## config.mk

```make
export PLATFORM = sky130hd
export DESIGN_NAME = wb_cfg_sequencer
export DESIGN_NICKNAME = d
export VERILOG_FILES = /design/src/rtl/wb_seq_pkg.sv /design/src/rtl/wb_seq_timer.sv /design/src/rtl/wb_cfg_sequencer.sv
export SDC_FILE = /design/constraint.sdc
export NUM_CORES = 1
export LEC_CHECK = 0
export ABC_CLOCK_PERIOD_IN_PS = 2300
export CORE_ASPECT_RATIO = 0.9
export CORE_MARGIN = 1
export CORE_UTILIZATION = 35
export CTS_BUF_LIST = sky130_fd_sc_hd__clkbuf_8
export CTS_CLUSTER_DIAMETER = 150
export DETAILED_ROUTE_END_ITERATION = 8
export PLACE_DENSITY = 0.68
export SLEW_MARGIN = 20
export SYNTH_ARGS = -nofsm -noshare
export SYNTH_HDL_FRONTEND = slang
export SYNTH_SLANG_ARGS = --single-unit
export TNS_END_PERCENT = 5
```

## constraint.sdc

```tcl
create_clock -name wb_clk_i -period 2.3 [get_ports wb_clk_i]
set_clock_uncertainty 0.2 [all_clocks]
set_input_delay 0.69 -clock wb_clk_i [delete_from_list [all_inputs] [get_ports wb_clk_i]]
set_output_delay 0.69 -clock wb_clk_i [all_outputs]
set_load 0.05 [all_outputs]
```

## src/rtl/wb_seq_pkg.sv

```systemverilog
// Shared definitions for the Wishbone configuration sequencer.
// GAP exists in the state encoding only when WB_SEQ_RETRY_EN is defined.
package wb_seq_pkg;

  localparam int unsigned WB_SEQ_TMR_W = 16;

  localparam logic [1:0] WB_SEQ_OK      = 2'b00;
  localparam logic [1:0] WB_SEQ_ERR     = 2'b01;
  localparam logic [1:0] WB_SEQ_TIMEOUT = 2'b10;

  typedef enum logic [1:0] {
    ST_IDLE = 2'd0,
    ST_BUS  = 2'd1,
`ifdef WB_SEQ_RETRY_EN
    ST_GAP  = 2'd2,
`endif
    ST_RESP = 2'd3
  } seq_state_e;

endpackage

```

## src/rtl/wb_seq_timer.sv

```systemverilog
// Clear/enable cycle counter with a terminal-count flag at TIMEOUT_CYC-1.
module wb_seq_timer
  import wb_seq_pkg::*;
#(
  parameter int unsigned TIMEOUT_CYC = 40
) (
  input  logic clk,
  input  logic rst_n,
  input  logic clr,
  input  logic en,
  output logic tc
);

  logic [WB_SEQ_TMR_W-1:0] count;

  always_ff @(posedge clk or negedge rst_n) begin
    if (!rst_n) begin
      count <= '0;
    end else if (clr) begin
      count <= '0;
    end else if (en) begin
      count <= count + 1'b1;
    end
  end

  // The sequencer leaves BUS on the edge where tc is seen, so count never wraps.
  assign tc = (count == WB_SEQ_TMR_W'(TIMEOUT_CYC - 1));

endmodule

```

## src/rtl/wb_cfg_sequencer.sv

```systemverilog
// Wishbone classic single-cycle master driven by a command/response stream pair.
// Define WB_SEQ_RETRY_EN to re-issue failed cycles up to MAX_RETRY times.
module wb_cfg_sequencer
  import wb_seq_pkg::*;
#(
  parameter int unsigned ADR_W       = 10,
  parameter int unsigned TIMEOUT_CYC = 40,
  parameter int unsigned MAX_RETRY   = 2
) (
  input  logic             wb_clk_i,
  input  logic             wb_rst_n_i,
  input  logic             cmd_valid_i,
  output logic             cmd_ready_o,
  input  logic             cmd_we_i,
  input  logic [ADR_W-1:0] cmd_adr_i,
  input  logic [31:0]      cmd_dat_i,
  input  logic [3:0]       cmd_sel_i,
  output logic             rsp_valid_o,
  input  logic             rsp_ready_i,
  output logic [31:0]      rsp_dat_o,
  output logic [1:0]       rsp_status_o,
  output logic [1:0]       rsp_retries_o,
  output logic [ADR_W-1:0] wb_adr_o,
  output logic [31:0]      wb_dat_o,
  output logic [3:0]       wb_sel_o,
  output logic             wb_we_o,
  output logic             wb_cyc_o,
  output logic             wb_stb_o,
  input  logic [31:0]      wb_dat_i,
  input  logic             wb_ack_i,
  input  logic             wb_err_i
);

  if (TIMEOUT_CYC < 1 || TIMEOUT_CYC > 65535 || MAX_RETRY > 3) begin : g_param_check
    $error("wb_cfg_sequencer: TIMEOUT_CYC or MAX_RETRY out of range");
  end

  seq_state_e       state_q, state_d;
  logic             cmd_ready_d, rsp_valid_d, wb_cyc_d;
  logic [31:0]      rsp_dat_d;
  logic [1:0]       rsp_status_d;
  logic [ADR_W-1:0] wb_adr_d;
  logic [31:0]      wb_dat_d;
  logic [3:0]       wb_sel_d;
  logic             wb_we_d;
  logic             tmr_clr, tmr_en, tmr_tc;

  wb_seq_timer #(
    .TIMEOUT_CYC(TIMEOUT_CYC)
  ) u_timer (
    .clk  (wb_clk_i),
    .rst_n(wb_rst_n_i),
    .clr  (tmr_clr),
    .en   (tmr_en),
    .tc   (tmr_tc)
  );

`ifdef WB_SEQ_RETRY_EN
  logic [1:0] retry_q, retry_d;
  logic       retry_ok;

  assign retry_ok = (32'(retry_q) < MAX_RETRY);

  always_ff @(posedge wb_clk_i or negedge wb_rst_n_i) begin
    if (!wb_rst_n_i) begin
      retry_q <= '0;
    end else begin
      retry_q <= retry_d;
    end
  end

  assign rsp_retries_o = retry_q;
`else
  assign rsp_retries_o = 2'b00;
`endif

  always_comb begin
    state_d      = state_q;
    rsp_dat_d    = rsp_dat_o;
    rsp_status_d = rsp_status_o;
    wb_adr_d     = wb_adr_o;
    wb_dat_d     = wb_dat_o;
    wb_sel_d     = wb_sel_o;
    wb_we_d      = wb_we_o;
    tmr_clr      = 1'b0;
    tmr_en       = 1'b0;
`ifdef WB_SEQ_RETRY_EN
    retry_d      = retry_q;
`endif

    case (state_q)
      ST_IDLE: begin
        if (cmd_valid_i && cmd_ready_o) begin
          wb_adr_d = cmd_adr_i;
          wb_dat_d = cmd_dat_i;
          wb_sel_d = cmd_sel_i;
          wb_we_d  = cmd_we_i;
          tmr_clr  = 1'b1;
          state_d  = ST_BUS;
`ifdef WB_SEQ_RETRY_EN
          retry_d  = '0;
`endif
        end
      end

      // ack wins over err, err wins over the timeout.
      ST_BUS: begin
        tmr_en = 1'b1;
        if (wb_ack_i) begin
          rsp_status_d = WB_SEQ_OK;
          rsp_dat_d    = wb_we_o ? 32'd0 : wb_dat_i;
          state_d      = ST_RESP;
        end else if (wb_err_i || tmr_tc) begin
          rsp_status_d = wb_err_i ? WB_SEQ_ERR : WB_SEQ_TIMEOUT;
          rsp_dat_d    = 32'd0;
`ifdef WB_SEQ_RETRY_EN
          state_d      = retry_ok ? ST_GAP : ST_RESP;
`else
          state_d      = ST_RESP;
`endif
        end
      end

`ifdef WB_SEQ_RETRY_EN
      ST_GAP: begin
        retry_d = retry_q + 2'd1;
        tmr_clr = 1'b1;
        state_d = ST_BUS;
      end
`endif

      ST_RESP: begin
        if (rsp_ready_i) begin
          state_d = ST_IDLE;
        end
      end

      default: begin
        state_d = ST_IDLE;
      end
    endcase

    cmd_ready_d = (state_d == ST_IDLE);
    rsp_valid_d = (state_d == ST_RESP);
    wb_cyc_d    = (state_d == ST_BUS);
  end

  // Every output is a flop fed from the next-state decode above.
  always_ff @(posedge wb_clk_i or negedge wb_rst_n_i) begin
    if (!wb_rst_n_i) begin
      state_q      <= ST_IDLE;
      cmd_ready_o  <= 1'b1;
      rsp_valid_o  <= 1'b0;
      rsp_dat_o    <= '0;
      rsp_status_o <= WB_SEQ_OK;
      wb_adr_o     <= '0;
      wb_dat_o     <= '0;
      wb_sel_o     <= '0;
      wb_we_o      <= 1'b0;
      wb_cyc_o     <= 1'b0;
      wb_stb_o     <= 1'b0;
    end else begin
      state_q      <= state_d;
      cmd_ready_o  <= cmd_ready_d;
      rsp_valid_o  <= rsp_valid_d;
      rsp_dat_o    <= rsp_dat_d;
      rsp_status_o <= rsp_status_d;
      wb_adr_o     <= wb_adr_d;
      wb_dat_o     <= wb_dat_d;
      wb_sel_o     <= wb_sel_d;
      wb_we_o      <= wb_we_d;
      wb_cyc_o     <= wb_cyc_d;
      wb_stb_o     <= wb_cyc_d;
    end
  end

endmodule
```

# [After elaboration in Yosys (flattened, before gate mapping)]
# Index checks and enable logic that the tools add are counted.
[op_classes] n_addsub=1 n_eq_ne=5 mux=16 reduce_logical=8
[op_table] cell="$mux W32" count=3
[op_table] cell="$mux W16" count=2
[op_table] cell="$add A16 B1 Y16 const B" count=1
[op_table] cell="$eq A16 B6 Y1 const B" count=1
[op_table] cell="$mux W2" count=7
[op_table] cell="$pmux W2 S3" count=1
[op_table] cell="$eq A2 B1 Y1 const B" count=2
[op_table] cell="$eq A2 B2 Y1 const B" count=2
[op_table] cell="$logic_not A2 Y1" count=2
[op_table] cell="$reduce_and A2 Y1" count=2
[op_table] cell="$reduce_bool A2 Y1" count=2
[op_table] cell="$mux W1" count=3
[op_table] cell="$logic_and A1 B1 Y1" count=1
[op_table] cell="$logic_or A1 B1 Y1" count=1
[totals] regBits=102 input_bits=85

# [Longest topological paths before layout]
[depth] word_depth=6 depth_mapped=6 ltp_nobuf=5

# [Cells and area by module]
# A second synthesis with hierarchy kept.
[hier_totals] cells_unflattened=398 hier_area_um2=4833.4
[modules_own_cells] module="wb_cfg_sequencer" instances=1 cells_each=309 area_each_um2=3931.3 seq_area_each_um2=2153.3
[modules_own_cells] module="wb_seq_timer" instances=1 cells_each=89 area_each_um2=902.1 seq_area_each_um2=400.4

# [Worst setup path before layout]
# OpenSTA, ideal clock, no wires.
[synth_path] kind="register to register" from="register cmd_ready_o" to="register wb_adr_o[0]" arrival_time_ns=1.627 setup_slack_ns=0.407 stages_incl_launch_ff=7 n_path_buf=3 path_cell_list="dfstp_2 nor4bb_1 clkbuf_1 buf_2 buf_2 nand2_1 nand2_1"
[synth_via] elab_chain_cells=2
[synth_rtl] item="start, declared" line_no="wb_cfg_sequencer.sv:13" source="output logic cmd_ready_o,"
[synth_rtl] item="start signal, assigned" line_no="wb_cfg_sequencer.sv:164" source="cmd_ready_o <= cmd_ready_d;"
[synth_rtl] item="$logic_and A1 B1 Y1" line_no="wb_cfg_sequencer.sv:93" source="if (cmd_valid_i && cmd_ready_o) begin"
[synth_rtl] item="$reduce_and A2 Y1 (no source line)"
[synth_rtl] item="end signal, assigned" line_no="wb_cfg_sequencer.sv:168" source="wb_adr_o <= wb_adr_d;"
[synth_rtl] item="end, declared" line_no="wb_cfg_sequencer.sv:23" source="output logic [ADR_W-1:0] wb_adr_o,"
# Every way passes these cells.
# A chain may end at the register's enable or synchronous reset.

# [Worst setup path after layout]
[layout_path] from="register u_timer.count[0]" to="register rsp_dat_o[4]"
[layout_via] elab_chain_cells=4
[layout_rtl] item="start, declared" line_no="wb_seq_timer.sv:14" source="logic [WB_SEQ_TMR_W-1:0] count;"
[layout_rtl] item="start signal, assigned" line_no="wb_seq_timer.sv:22" source="count <= count + 1'b1;"
[layout_rtl] item="$eq A16 B6 Y1" line_no="wb_seq_timer.sv:27" source="assign tc = (count == WB_SEQ_TMR_W'(TIMEOUT_CYC - 1));"
[layout_rtl] item="$logic_or A1 B1 Y1" line_no="wb_cfg_sequencer.sv:113" source="end else if (wb_err_i || tmr_tc) begin"
[layout_rtl] item="$reduce_bool A2 Y1 (no source line)"
[layout_rtl] item="$reduce_and A2 Y1 (no source line)"
[layout_rtl] item="end signal, assigned" line_no="wb_cfg_sequencer.sv:166" source="rsp_dat_o <= rsp_dat_d;"
[layout_rtl] item="end, declared" line_no="wb_cfg_sequencer.sv:20" source="output logic [31:0] rsp_dat_o,"
# Every way passes these cells.

==> impl_summary.log <==
INFO  metric row_count = 37
INFO  metric yosys-top-cells-area = sky130_fd_sc_hd__dfrtp_1 62%, sky130_fd_sc_hd__nand2_1 14%, sky130_fd_sc_hd__a22o_1 6.9%
INFO  metric routed_wl = 10180 µm
INFO  metric rsz0062_at_grt = false
INFO  metric post-place-ws = -37.91 ps
INFO  metric diodes = 0
INFO  metric via_per_inst = 4.761
INFO  metric min_period = 2058 ps
INFO  metric cts-buffers-inserted = 9
INFO  metric crit_path_max_fanout = 33
INFO  metric worst_slew_margin_rel = 61.85%
INFO  metric power_frac_comb = 54.4%
INFO  metric critPathMaxStageDelay = 390 ps
INFO  metric synth.yosys.warnings = 0
INFO  metric wire_length_of_the_first_global_routing_pass = 16740 µm
INFO  metric drt_first_pass_iters = 5
INFO  metric start_kind = flip-flop
INFO  metric synth_edf_count = 0
INFO  metric globalRoute.totalOverflow = 0
INFO  metric tns = 0 ps
INFO  metric pin_count_of_the_biggest_net_entering_global_routing = 46
INFO  metric cell_internal_pwr = 0.004505 W
INFO  metric final_hold_viol_count = 0
INFO  metric initial_core_util = 35.90%
INFO  metric p_total = 0.008835 W
INFO  metric pwr-share-clk = 13.2%
INFO  metric clock-root-buffer = sky130_fd_sc_hd__clkbuf_8
INFO  metric p_seq_share = 32.4%
INFO  metric clock_path_buffers = 2
INFO  metric number_of_design_rule_violations_left_after_detail_routing = 0
INFO  metric first_iter_violations = 294
INFO  metric htree_num_levels = 3
INFO  metric yosysTopAreaCellShare = 61.81%
INFO  metric drtAntennaViolNets = 0
INFO  metric detailed_place_hpwl = 7315 µm
INFO  metric first_global_vias = 3412
INFO  metric gate_count_after_technology_mapping = 392
INFO  metric timing.max_cap.violations = 0
INFO  metric timing.final.crit_share = 89.47%
INFO  metric crit_path_top_delay_cell = sky130_fd_sc_hd__dfrtp_1
INFO  metric holdWs = 36.13 ps
INFO  metric grt_antenna_before_repair = 0
INFO  metric final_util = 53.04%
INFO  metric fin_ws = 242.2 ps
INFO  metric synth-async-reset-ratio = 100.0%
INFO  metric critical_path_cell_count = 6
INFO  metric synth.ff_latch_count = 102
INFO  metric cts_tree = done
INFO  metric drive_gt1_share = 22.54%
INFO  metric yosysTopAreaCell = sky130_fd_sc_hd__dfrtp_1
INFO  metric finalMaxSlewViolations = 0
INFO  metric tritoncts_num_sinks = 102
INFO  metric flow.area_growth_from_synthesis = 47.74%
INFO  metric postSynthAreaPerCell = 10.43 µm²
INFO  metric setup.worst_path.end_class = flip-flop
INFO  metric place.port_buffers = 169
INFO  metric reg2regPathDepth = 6
INFO  metric pin_count = 172
INFO  metric track_usage = 17.66%
INFO  metric crit_family = simple AND/OR/NAND/NOR gates
INFO  metric final.fill_count = 1039
INFO  metric chipHeight = 104.5 µm
INFO  metric power_density = 1463 nW/µm²
INFO  metric setup-violations-final = 0
INFO  metric cts_resized = 0
INFO  metric dr_total_vias = 3447
INFO  metric synth_top_flop_cell = sky130_fd_sc_hd__dfrtp_1
INFO  metric top_cells_by_instance_count_after_synthesis = 155 x sky130_fd_sc_hd__nand2_1, 101 x sky130_fd_sc_hd__dfrtp_1, 32 x sky130_fd_sc_hd__a22o_1
INFO  metric outcome = complete, no violations
INFO  metric die_width = 115.9 µm
INFO  metric latest_clock_arrival_within_the_worst_skew_pair = 370 ps
INFO  metric tightestPinTransition = 571.0 ps
INFO  metric gpl.final_weighted_congestion = 0.7684
INFO  metric synth.yosys.seq_area_share = 62.45%
INFO  metric p_sw = 0.004330 W
INFO  metric max-vdd-ir-drop = 0.7680 mV
INFO  metric cp_data_arrival_time = 2120 ps
INFO  metric worstPathRequired = 2360 ps
INFO  metric hp-class = in -> async
INFO  metric worst-setup-path-type = reg -> reg
INFO  metric cts_post_setup_buffers_inserted = 0
INFO  metric cts-hold-fix-buffers = 0
INFO  metric synth_most_common_cell = sky130_fd_sc_hd__nand2_1
INFO  metric clkSlewWorstSetupHoldPaths = 100 ps
INFO  metric max_freq = 486.0 MHz
INFO  metric path_cells = ha_1 -> nor4bb_2 -> and4_4 -> o21ai_4 -> buf_12 -> a22o_1
INFO  metric cp_num_buf_inv = 1
INFO  metric synth.cell_area = 4089 µm²
INFO  metric netSwitchingFraction = 49.01%
INFO  metric finish.net_count = 649
INFO  metric overall_die_area = 12120 µm²
INFO  metric floorplan.core_area = 11390 µm²
INFO  metric synth_cell_type_count = 40
INFO  metric wl_per_cell = 14.06 µm
INFO  metric static-leakage-power = 3.004 nW
-- flip-flops by register name, indices dropped and copies added, names as in the netlist --
name	count
wb_dat_o	32
cmd_ready_o	1
wb_we_o	1
state_q	2
wb_stb_o	1
wb_sel_o	4
u_timer.count	16
rsp_dat_o	32
rsp_valid_o	1
rsp_status_o	2
wb_adr_o	10
-- path summary, 6_finish.rpt --
kind	startpoint	to	slack, ps
min in group wb_clk_i	u_timer.count[15]$_DFFE_PN0P_	u_timer.count[15]$_DFFE_PN0P_	280
setup reg to reg	u_timer.count[0]$_DFFE_PN0P_	rsp_dat_o[4]$_DFFE_PN0P_	240
hold / removal	wb_rst_n_i	rsp_valid_o$_DFF_PN0_	40
max in group asynchronous	wb_rst_n_i	cmd_ready_o$_DFF_PN1_	1250
hold reg to reg	u_timer.count[15]$_DFFE_PN0P_	u_timer.count[15]$_DFFE_PN0P_	280
setup / recovery	u_timer.count[0]$_DFFE_PN0P_	rsp_dat_o[4]$_DFFE_PN0P_	240
-- placed cells by master (no fill, tap or decap), types with 4 or more instances in the layout --
| master | count |
|---|---|
| sky130_fd_sc_hd__a22o_1 | 32 |
| sky130_fd_sc_hd__and3_1 | 4 |
| sky130_fd_sc_hd__buf_12 | 6 |
| sky130_fd_sc_hd__buf_4 | 94 |
| sky130_fd_sc_hd__clkbuf_8 | 9 |
| sky130_fd_sc_hd__clkdlybuf4s50_1 | 83 |
| sky130_fd_sc_hd__dfrtp_1 | 101 |
| sky130_fd_sc_hd__mux2i_1 | 4 |
| sky130_fd_sc_hd__nand2_1 | 155 |
| sky130_fd_sc_hd__nand3_1 | 5 |
| sky130_fd_sc_hd__nand4_1 | 5 |
| sky130_fd_sc_hd__nor2_1 | 6 |
| sky130_fd_sc_hd__o21ai_0 | 16 |
-- layout make-up --
cell class	count	area, µm²	area share [%]
Clock inverter	7	80.08	1.326
Clock buffer	9	123.9	2.051
Multi-Input combinational cell	264	1420	23.51
Inverter	3	11.26	0.1864
Timing Repair Buffer	183	1657	27.42
Sequential cell	102	2554	42.27
Tap cell	156	195.2	3.231
-- layer usage --
metal  GRT usage [%]  vias up  routed length (µm)
met4           5.495        0                 119
met5               0        -                   0
met2           26.87      154                4618
met3           6.961       10                1050
li1                -     1661                   -
met1           22.99     1622                4388
-- per-stage QoR --
step	cells	area [µm²]
finish	724	6041
global route	724	6041
CTS	724	6041
detailed placement	708	5837
global placement	708	5837
floorplan	393	4093
-- power by group through the flow --
stage	clock (W)	sequential (W)	combinational (W)
after CTS	0.00122	0.00287	0.00485
final	0.00116	0.00286	0.00481
after floorplan	0	0.00491	0.00116
after detailed placement	0	0.00289	0.00485
after global placement	0	0.00288	0.00478
after global routing	0.00129	0.00295	0.00510
-- cells by family after synthesis --
kind of cell	Yosys count	synth area share [%]
fa+ha+maj	1	0.3059
buf+inv	27	3.550
simple gates	193	20.69
compound gates	64	11.93
flops	102	62.45
mux	4	0.9792
other cells	1	0.09171
No activity file was read; power rests on OpenSTA's default activity.
